===== src/rtl/board_drawer.sv =====
// -----------------------------------------------------------------------------
// board_drawer
//
// Sequential renderer for the tic-tac-toe board. Walks the nine cells in
// row-major order, presents each index to an external combinational
// position/colour decoder, latches the returned top-left corner and colour,
// then streams a filled CELL_SIZE x CELL_SIZE square into the VGA adapter's
// plot interface at one pixel per clock.
//
// Parameters:
//   CELL_SIZE    side of each square in pixels, legal range 2..30
//
// Ports:
//   clock        system clock, rising-edge active
//   resetn       asynchronous active-low reset
//   start        redraw request, only sampled while idle
//   cell_idx     cell index (0..8) driven to the decoder
//   cell_x       decoder top-left x for cell_idx
//   cell_y       decoder top-left y for cell_idx
//   cell_colour  decoder colour for cell_idx
//   vga_x        pixel x to plot
//   vga_y        pixel y to plot
//   vga_colour   pixel colour to plot
//   plot         VGA write enable, high only for valid pixels
//   busy         high while a redraw is in progress (LATCH and DRAW)
//   done         one-cycle pulse after the last pixel of a redraw
//
// Build option:
//   BOARD_DRAWER_BORDER_EN  when defined, the outer ring of every square is
//                           drawn black; the interior keeps the cell colour.
//
// Every output comes straight from a register, so there is no combinational
// path from start or the decoder inputs to plot or the vga_* outputs.
// -----------------------------------------------------------------------------

module board_drawer #(
    parameter int unsigned CELL_SIZE = 26
) (
    input  logic       clock,
    input  logic       resetn,
    input  logic       start,
    output logic [3:0] cell_idx,
    input  logic [7:0] cell_x,
    input  logic [6:0] cell_y,
    input  logic [2:0] cell_colour,
    output logic [7:0] vga_x,
    output logic [6:0] vga_y,
    output logic [2:0] vga_colour,
    output logic       plot,
    output logic       busy,
    output logic       done
);

    localparam logic [4:0] LAST_OFFSET = 5'(CELL_SIZE - 1);
    localparam logic [3:0] LAST_CELL   = 4'd8;

`ifdef BOARD_DRAWER_BORDER_EN
    localparam bit BORDER_EN = 1'b1;
`else
    localparam bit BORDER_EN = 1'b0;
`endif

    typedef enum logic [1:0] {
        StIdle,
        StLatch,
        StDraw,
        StDone
    } state_t;

    state_t     r_state;
    logic [3:0] r_cell;
    logic [7:0] r_base_x;
    logic [6:0] r_base_y;
    logic [2:0] r_col;
    logic [4:0] r_dx;
    logic [4:0] r_dy;
    logic [7:0] r_vga_x;
    logic [6:0] r_vga_y;
    logic [2:0] r_vga_colour;
    logic       r_plot;
    logic       r_busy;
    logic       r_done;

    logic       w_dx_last;
    logic       w_dy_last;
    logic [4:0] w_dx_next;
    logic [4:0] w_dy_next;
    logic [7:0] w_next_x;
    logic [6:0] w_next_y;

    // Colour of the pixel at offset (dx, dy) within a square of colour col.
    function automatic logic [2:0] f_pixel_colour(input logic [4:0] dx,
                                                  input logic [4:0] dy,
                                                  input logic [2:0] col);
        logic w_edge;
        w_edge = (dx == 5'd0) || (dx == LAST_OFFSET) ||
                 (dy == 5'd0) || (dy == LAST_OFFSET);
        if (BORDER_EN && w_edge) begin
            return 3'b000;
        end
        return col;
    endfunction

    // Offsets of the pixel that follows the current one inside the square.
    // Only used when the current pixel is not the last of the square.
    always_comb begin
        w_dx_last = (r_dx == LAST_OFFSET);
        w_dy_last = (r_dy == LAST_OFFSET);
        w_dx_next = w_dx_last ? 5'd0 : (r_dx + 5'd1);
        w_dy_next = w_dx_last ? (r_dy + 5'd1) : r_dy;
        // Sums cannot overflow for CELL_SIZE <= 30 (max x 126, max y 96).
        w_next_x  = r_base_x + {3'b000, w_dx_next};
        w_next_y  = r_base_y + {2'b00, w_dy_next};
    end

    // The vga_* registers hold the pixel being presented this cycle, so each
    // edge loads the coordinates and colour of the pixel that follows.
    always_ff @(posedge clock or negedge resetn) begin
        if (!resetn) begin
            r_state      <= StIdle;
            r_cell       <= 4'd0;
            r_base_x     <= 8'd0;
            r_base_y     <= 7'd0;
            r_col        <= 3'd0;
            r_dx         <= 5'd0;
            r_dy         <= 5'd0;
            r_vga_x      <= 8'd0;
            r_vga_y      <= 7'd0;
            r_vga_colour <= 3'd0;
            r_plot       <= 1'b0;
            r_busy       <= 1'b0;
            r_done       <= 1'b0;
        end else begin
            case (r_state)
                StIdle: begin
                    r_plot <= 1'b0;
                    r_done <= 1'b0;
                    if (start) begin
                        r_cell  <= 4'd0;
                        r_busy  <= 1'b1;
                        r_state <= StLatch;
                    end
                end

                StLatch: begin
                    // Position and colour are frozen here for the whole square;
                    // later decoder changes only matter from the next latch.
                    r_base_x     <= cell_x;
                    r_base_y     <= cell_y;
                    r_col        <= cell_colour;
                    r_dx         <= 5'd0;
                    r_dy         <= 5'd0;
                    r_vga_x      <= cell_x;
                    r_vga_y      <= cell_y;
                    r_vga_colour <= f_pixel_colour(5'd0, 5'd0, cell_colour);
                    r_plot       <= 1'b1;
                    r_state      <= StDraw;
                end

                StDraw: begin
                    if (w_dx_last && w_dy_last) begin
                        // Last pixel of this square: plot drops so a latch
                        // cycle with plot low always separates two cells.
                        r_plot <= 1'b0;
                        r_dx   <= 5'd0;
                        r_dy   <= 5'd0;
                        if (r_cell == LAST_CELL) begin
                            r_cell  <= 4'd0;
                            r_busy  <= 1'b0;
                            r_done  <= 1'b1;
                            r_state <= StDone;
                        end else begin
                            r_cell  <= r_cell + 4'd1;
                            r_state <= StLatch;
                        end
                    end else begin
                        r_dx         <= w_dx_next;
                        r_dy         <= w_dy_next;
                        r_vga_x      <= w_next_x;
                        r_vga_y      <= w_next_y;
                        r_vga_colour <= f_pixel_colour(w_dx_next, w_dy_next, r_col);
                    end
                end

                StDone: begin
                    r_done  <= 1'b0;
                    r_state <= StIdle;
                end

                default: begin
                    r_state <= StIdle;
                end
            endcase
        end
    end

    assign cell_idx   = r_cell;
    assign vga_x      = r_vga_x;
    assign vga_y      = r_vga_y;
    assign vga_colour = r_vga_colour;
    assign plot       = r_plot;
    assign busy       = r_busy;
    assign done       = r_done;

endmodule


===== config.mk =====
export PLATFORM = sky130hd
export DESIGN_NAME = board_drawer
export DESIGN_NICKNAME = d
export VERILOG_FILES = /design/src/rtl/board_drawer.sv
export SDC_FILE = /design/constraint.sdc
export NUM_CORES = 1
export LEC_CHECK = 0
export CORE_AREA = 2 2 89 91
export CTS_CLUSTER_DIAMETER = 150
export DETAILED_ROUTE_END_ITERATION = 8
export DIE_AREA = 0 0 91 93
export PLACE_DENSITY = 0.75
export SYNTH_ARGS = -nofsm -noshare
export SYNTH_HDL_FRONTEND = slang
export SYNTH_SLANG_ARGS = --single-unit

===== constraint.sdc =====
create_clock -name clock -period 5.4 [get_ports clock]
set_input_delay 0.54 -clock clock [delete_from_list [all_inputs] [get_ports clock]]
set_output_delay 0.54 -clock clock [all_outputs]
set_load 0.1 [all_outputs]

==> results of run 1 <==
## Yosys cell counts, drive strengths merged
| master | count | area (um^2) |
|---|---|---|
| mux2 | 18 | 203 |
| or2 | 1 | 6.26 |
| nor2 | 15 | 66.3 |
| o21ai | 30 | 154 |
| nor2b | 5 | 31.3 |
| o22ai | 3 | 18.8 |
| and4b | 2 | 20.0 |
| o32a | 1 | 10.0 |
| ha | 23 | 288 |
| a31oi | 2 | 12.5 |
| nand2 | 36 | 135 |
| inv | 17 | 63.8 |
| a22o | 2 | 17.5 |
| nand2b | 2 | 12.5 |
| o2bb2ai | 4 | 35.0 |
| a221o | 1 | 10.0 |
| o21bai | 1 | 7.51 |
| buf | 8 | 46.3 |
| nand4b | 3 | 26.3 |
| nor3 | 3 | 15.0 |
| mux2i | 10 | 100 |
| dfrtp | 55 | 1380 |
| nand3 | 10 | 50.1 |
| nand4 | 2 | 12.5 |
| nand3b | 1 | 7.51 |
| and2b | 1 | 7.51 |
| o211ai | 1 | 7.51 |
| nor3b | 2 | 15.0 |
| o32ai | 3 | 26.3 |
| o31a | 1 | 8.76 |
| a22oi | 5 | 42.5 |
| a32o | 2 | 20.0 |
| a21oi | 13 | 76.3 |
| a211oi | 2 | 15.0 |
| xnor2 | 11 | 96.3 |
| fa | 2 | 40.0 |
| a21o | 2 | 15.0 |
| a32oi | 1 | 8.76 |
| o2111ai | 2 | 17.5 |
| o31ai | 4 | 30.0 |
| nor4 | 1 | 6.26 |
| clkbuf | 6 | 22.5 |
## flip-flops by register name, summed over array words and instances, names as in the netlist, 2 cells and up
register and cells:
r_base_x 8, vga_x 8, r_base_y 7, vga_y 7, r_dx 5, r_dy 5
cell_idx 4, r_col 3, vga_colour 3, r_state 2
## worst min-delay path by stage
stage	from	to	depth (start not counted)
2_1_floorplan	resetn	busy	0
3_3_place_gp	vga_colour[2]	vga_colour[2]	2
3_5_place_dp	vga_x[7]	vga_x[7]	2
4_1_cts	resetn	vga_colour[0]	2
5_1_grt	resetn	vga_colour[0]	2
6_report	resetn	vga_colour[0]	2
## cell type report
cell class / instances / area share (%)
Sequential cell: 55 / 36.3
Clock buffer: 7 / 2.01
Tap cell: 102 / 3.37
Timing Repair Buffer: 48 / 12.4
Multi-Input combinational cell: 228 / 44.1
Inverter: 17 / 1.68
Clock inverter: 1 / 0.132
## layer usage
metal  vias to the layer above  GRT usage, %  wire length (um)
met1                      1188          21.5              3230
met5                         -             0                 0
met4                         0          4.29                99
li1                       1208             -                 -
met2                        47          28.1              3280
met3                         9          3.30               239
## worst max-delay path, stage by stage, from the launching register on
cell and delay (ns):
dfrtp_1 0.41, inv_1 0.08, ha_1 0.17, and4b_1 0.57, nor2_1 0.15, ha_1 0.34, nand3_1 0.11, a21oi_1 0.30
nor3_1 0.10, o31a_1 0.30, o31ai_1 0.22
## logic make-up (layout without fill, tap and decap cells)
kind of cell / Yosys count / after routing / synth area share (%)
AO/OA/AOI/OAI: 80 / 80 / 16.8
XOR/XNOR: 11 / 11 / 3.03
adder cells (fa/ha/maj): 25 / 25 / 10.3
buffers and inverters: 31 / 73 / 4.17
flip-flops: 55 / 55 / 43.3
multiplexers: 28 / 28 / 9.52
AND/OR/NAND/NOR: 84 / 84 / 12.9
## stage by stage
| stage | hold WS (ns) | utilization, % | instances |
|---|---|---|---|
| global route | 0.419 | 50.3 | 458 |
| detailed placement | 0.473 | 49.3 | 450 |
| floorplan | 0.244 | - | 314 |
| CTS | 0.391 | 50.3 | 458 |
| finish | 0.349 | 50.3 | 458 |
| global placement | 0.469 | 49.3 | 450 |
==> run metrics, run 1 <==
initial antenna violation count=0; RSZ-0062 raised after global routing=false; final period utilization=52.6%; Period minus WS final=between 2 and 3 ns; area taken by multi-input logic gates=~0.0017 mm^2; final setup margin=2.56 ns; sequential area share after synthesis=about 43%; Detail Placement HPWL=5.00 mm; share of cells above drive strength 1=under 10%; Setup crit start=r_dx[1]; Worst Path Required=5.62 ns; Worst setup EP type=register; Worst Hold Class=input port to async pin; Slew @ Worst Pin=0.976 ns; DRC Markers=0; Vias=2452; routed vias/inst=5.35; setup tns final=0 ns; outcome=finished, final reports clean; ant diodes=0; Setup Skew=0.0105 ns; post-synthesis instance area=about 0.0032 mm^2; total CTS buffers=5; final antenna-violating net count=0; Reg2Reg Depth=10; CP startpoint kind=register; Post-Syn Nets=360; number of max-cap violations=0; final wirelength=6.84 mm; WP data arrival=between 3 and 4 ns; Syn Area/Cell=approximately 10 um^2; R2R Path Start=r_dx[1]; YS warnings=0; r2r endpoint=vga_x[7]; CTS sink cnt=55; Die X=91 um; FF-to-FF setup slack=about 2.6 ns; Slew HR=around a third; Sequential cell area=0.00138 mm^2; PortBufs=45; gr ovfl total=0; synth-to-layout area growth=19.1%; worst slack, placed=~2.6 ns; Post-Synthesis Cells=approximately 310; gr usage total=16.5%; placed cell area=around 0.0037 mm^2; final setup vio count=0; Die Ht=93 um; cts hold-fix bufs=0; Final Hold Vio Count=0; most frequent cells in the layout=dfrtp_1, clkdlybuf4s50_1, nand2_1; commonest non-fill, non-tap cell in the layout=dfrtp_1; Setup Fix Bufs, Post-CTS=0; die area=around 0.0085 mm^2; vias in the first global route=2421; clk_lat worst skew=a little over 0.3 ns; clk slew on worst S/H paths=0.10 ns; Yosys cell types=51; Initial Util=42.3%; fin nets=between 400 and 500; largest net degree at the start of global routing=56; crit path max fanout=15; io pins=46; worst setup path end=vga_x[7]; Synth Register Bits=55; Slew Limit Fails=0; CTS tree=done; fillcell total=about 690; Cell Rows=32; Core ar.=about 0.0075 mm^2; CTS resizes=0; DR iter-0 viols=126; post-route cell area=0.00379 mm^2; WL per Instance=between 10 and 15 um; GPL Wtd Cong=0.881; 1st-pass router iterations=5; CTS Root Cell=clkbuf_8; Bufs on Longest Clock Path=2; H-tree level count=2; Setup CP Type=register to register; first-pass GRT wire length=11.4 mm; Max Freq=352 MHz
Power of run 1 is left out: the tool's default activity adds up to more than one toggle a clock period on the data nets, which glitch-free logic cannot reach.
==> run 2, diff against run 1 <==
- clock period: 5.4 -> 2.8 ns (I/O delays scaled with it)
==> run metrics, run 2 (synthesized netlist as in run 1, its figures left out) <==
Vias=2451 (-0.041%); final antenna-violating net count=0 (unchanged); crit path buf inv count=2 (+1); CP startpoint kind=register; setup tns final=0 ns (unchanged); Setup CP Type=register to register; final wirelength=6.70 mm (-2.1%); die area=0.00846 mm^2 (unchanged); Slew Limit Fails=0 (unchanged); largest net degree at the start of global routing=26 (-54%); GPL Wtd Cong=0.937 (+6.3%); gr ovfl total=0 (unchanged); final period utilization=90.8% (+38 points); fin nets=407 (+1.5%); DRC Markers=0 (unchanged); Worst Path Required=2.99 ns (-2.63 ns); most frequent cells in the layout=dfrtp_1, nand2_1, buf_4; Die Ht=93 um (unchanged); 1st-pass router iterations=4 (-1); final setup vio count=0 (unchanged); Slew @ Worst Pin=0.523 ns (-0.453 ns); Period minus WS final=2.54 ns (-0.298 ns); Final Hold Vio Count=0 (unchanged); Final Util=50.1% (-0.22 points); Die X=91 um (unchanged); total CTS buffers=5 (unchanged); outcome=finished, final reports clean; final setup margin=0.257 ns (-2.30 ns); Max stage delay cell, worst path=dfrtp_1; number of max-cap violations=0 (unchanged); RSZ-0062 raised after global routing=false; CTS sink cnt=55 (unchanged); crit path max fanout=13 (-2); WL per Instance=14.5 um (-3.0%); first-pass GRT wire length=11.3 mm (-0.85%); CTS Root Cell=clkbuf_8; Initial Util=42.3% (unchanged); routed vias/inst=5.31 (-0.91%); WP data arrival=2.73 ns (-0.33 ns); gr usage total=16.3% (-0.13 points); vias in the first global route=2332 (-3.7%); fillcell total=705 (+2.3%); Core ar.=0.00753 mm^2 (unchanged); commonest non-fill, non-tap cell in the layout=dfrtp_1; synth-to-layout area growth=18.6%; ant diodes=0 (unchanged); initial antenna violation count=0 (unchanged); Bufs on Longest Clock Path=2 (unchanged); hold slack=0.432 ns (+0.0834 ns); H-tree level count=2 (unchanged); CTS tree=done; Slew HR=65.1% (+30 points); clk slew on worst S/H paths=0.10 ns (about the same); CP delay by family, top=simple AND/OR/NAND/NOR gates; CP peak stage delay=0.41 ns (-0.16 ns); Max Freq=393 MHz (+12%); share of cells above drive strength 1=18.1% (+8.5 points); Detail Placement HPWL=4.96 mm (-0.77%); PortBufs=45 (unchanged); clk_lat worst skew=0.31 ns (about the same); Cell Rows=32 (unchanged); Setup Skew=0.0150 ns (+0.00451 ns); DR iter-0 viols=138 (+9.5%); worst slack, placed=0.130 ns (-2.46 ns); worst path cell trace=inv_1, ha_1, and4b_4, nand2_1, nand2_1, ha_1, inv_1, fa_1, nor2b_1, o2111ai_1, nand3_1, xnor2_1, o21ai_1; Worst Hold Class=input port to async pin; io pins=46 (unchanged); Setup Fix Bufs, Post-CTS=0 (unchanged); Worst setup EP type=register
==> run 2: final timing paths <==
kind	startpoint	end	slack, ns	depth (start not counted)
hold / removal	resetn	vga_colour[0]	0.43	2
setup reg to reg	r_dx[1]	vga_y[6]	0.26	13
max in group asynchronous	resetn	r_dy[2]	1.73	3
min in group clock	vga_x[2]	vga_x[2]	0.50	2
setup / recovery	r_dx[1]	vga_y[6]	0.26	13
hold reg to reg	vga_x[2]	vga_x[2]	0.50	2
==> run 2: final cells by class <==
type / count / area (um^2) / area share (%)
repair buffers: 54 / 453 / 12.0
clock buffers: 5 / 68.8 / 1.82
clock inverters: 1 / 7.51 / 0.199
well taps: 102 / 128 / 3.38
flip-flops and latches: 55 / 1380 / 36.5
inverters: 17 / 63.8 / 1.69
multi-input cells: 228 / 1680 / 44.4
==> run 2: what timing repair did <==
action / in CTS / in global routing
gates resized for setup: 0 / 2
hold endpoints to repair: 17 / 0
hold buffers: 1 / 0
setup endpoints to repair: 0 / 5
==> run 2: metrics by stage <==
step | cells | instance area [um^2]
6_report | 462 | 3770
5_1_grt | 462 | 3770
4_1_cts | 462 | 3770
3_5_place_dp | 455 | 3680
3_3_place_gp | 455 | 3680
2_1_floorplan | 314 | 3180
==> run 2: routing by layer <==
layer / share of wire (%) / track usage, % / vias to the layer above
li1: - / - / 1222
met1: 50 / 23.1 / 1170
met2: 45 / 25.9 / 55
met3: 4.4 / 3.30 / 4
met4: 0.57 / 4.04 / 0
met5: 0 / 0 / -
Power of run 2 is left out for the same reason.
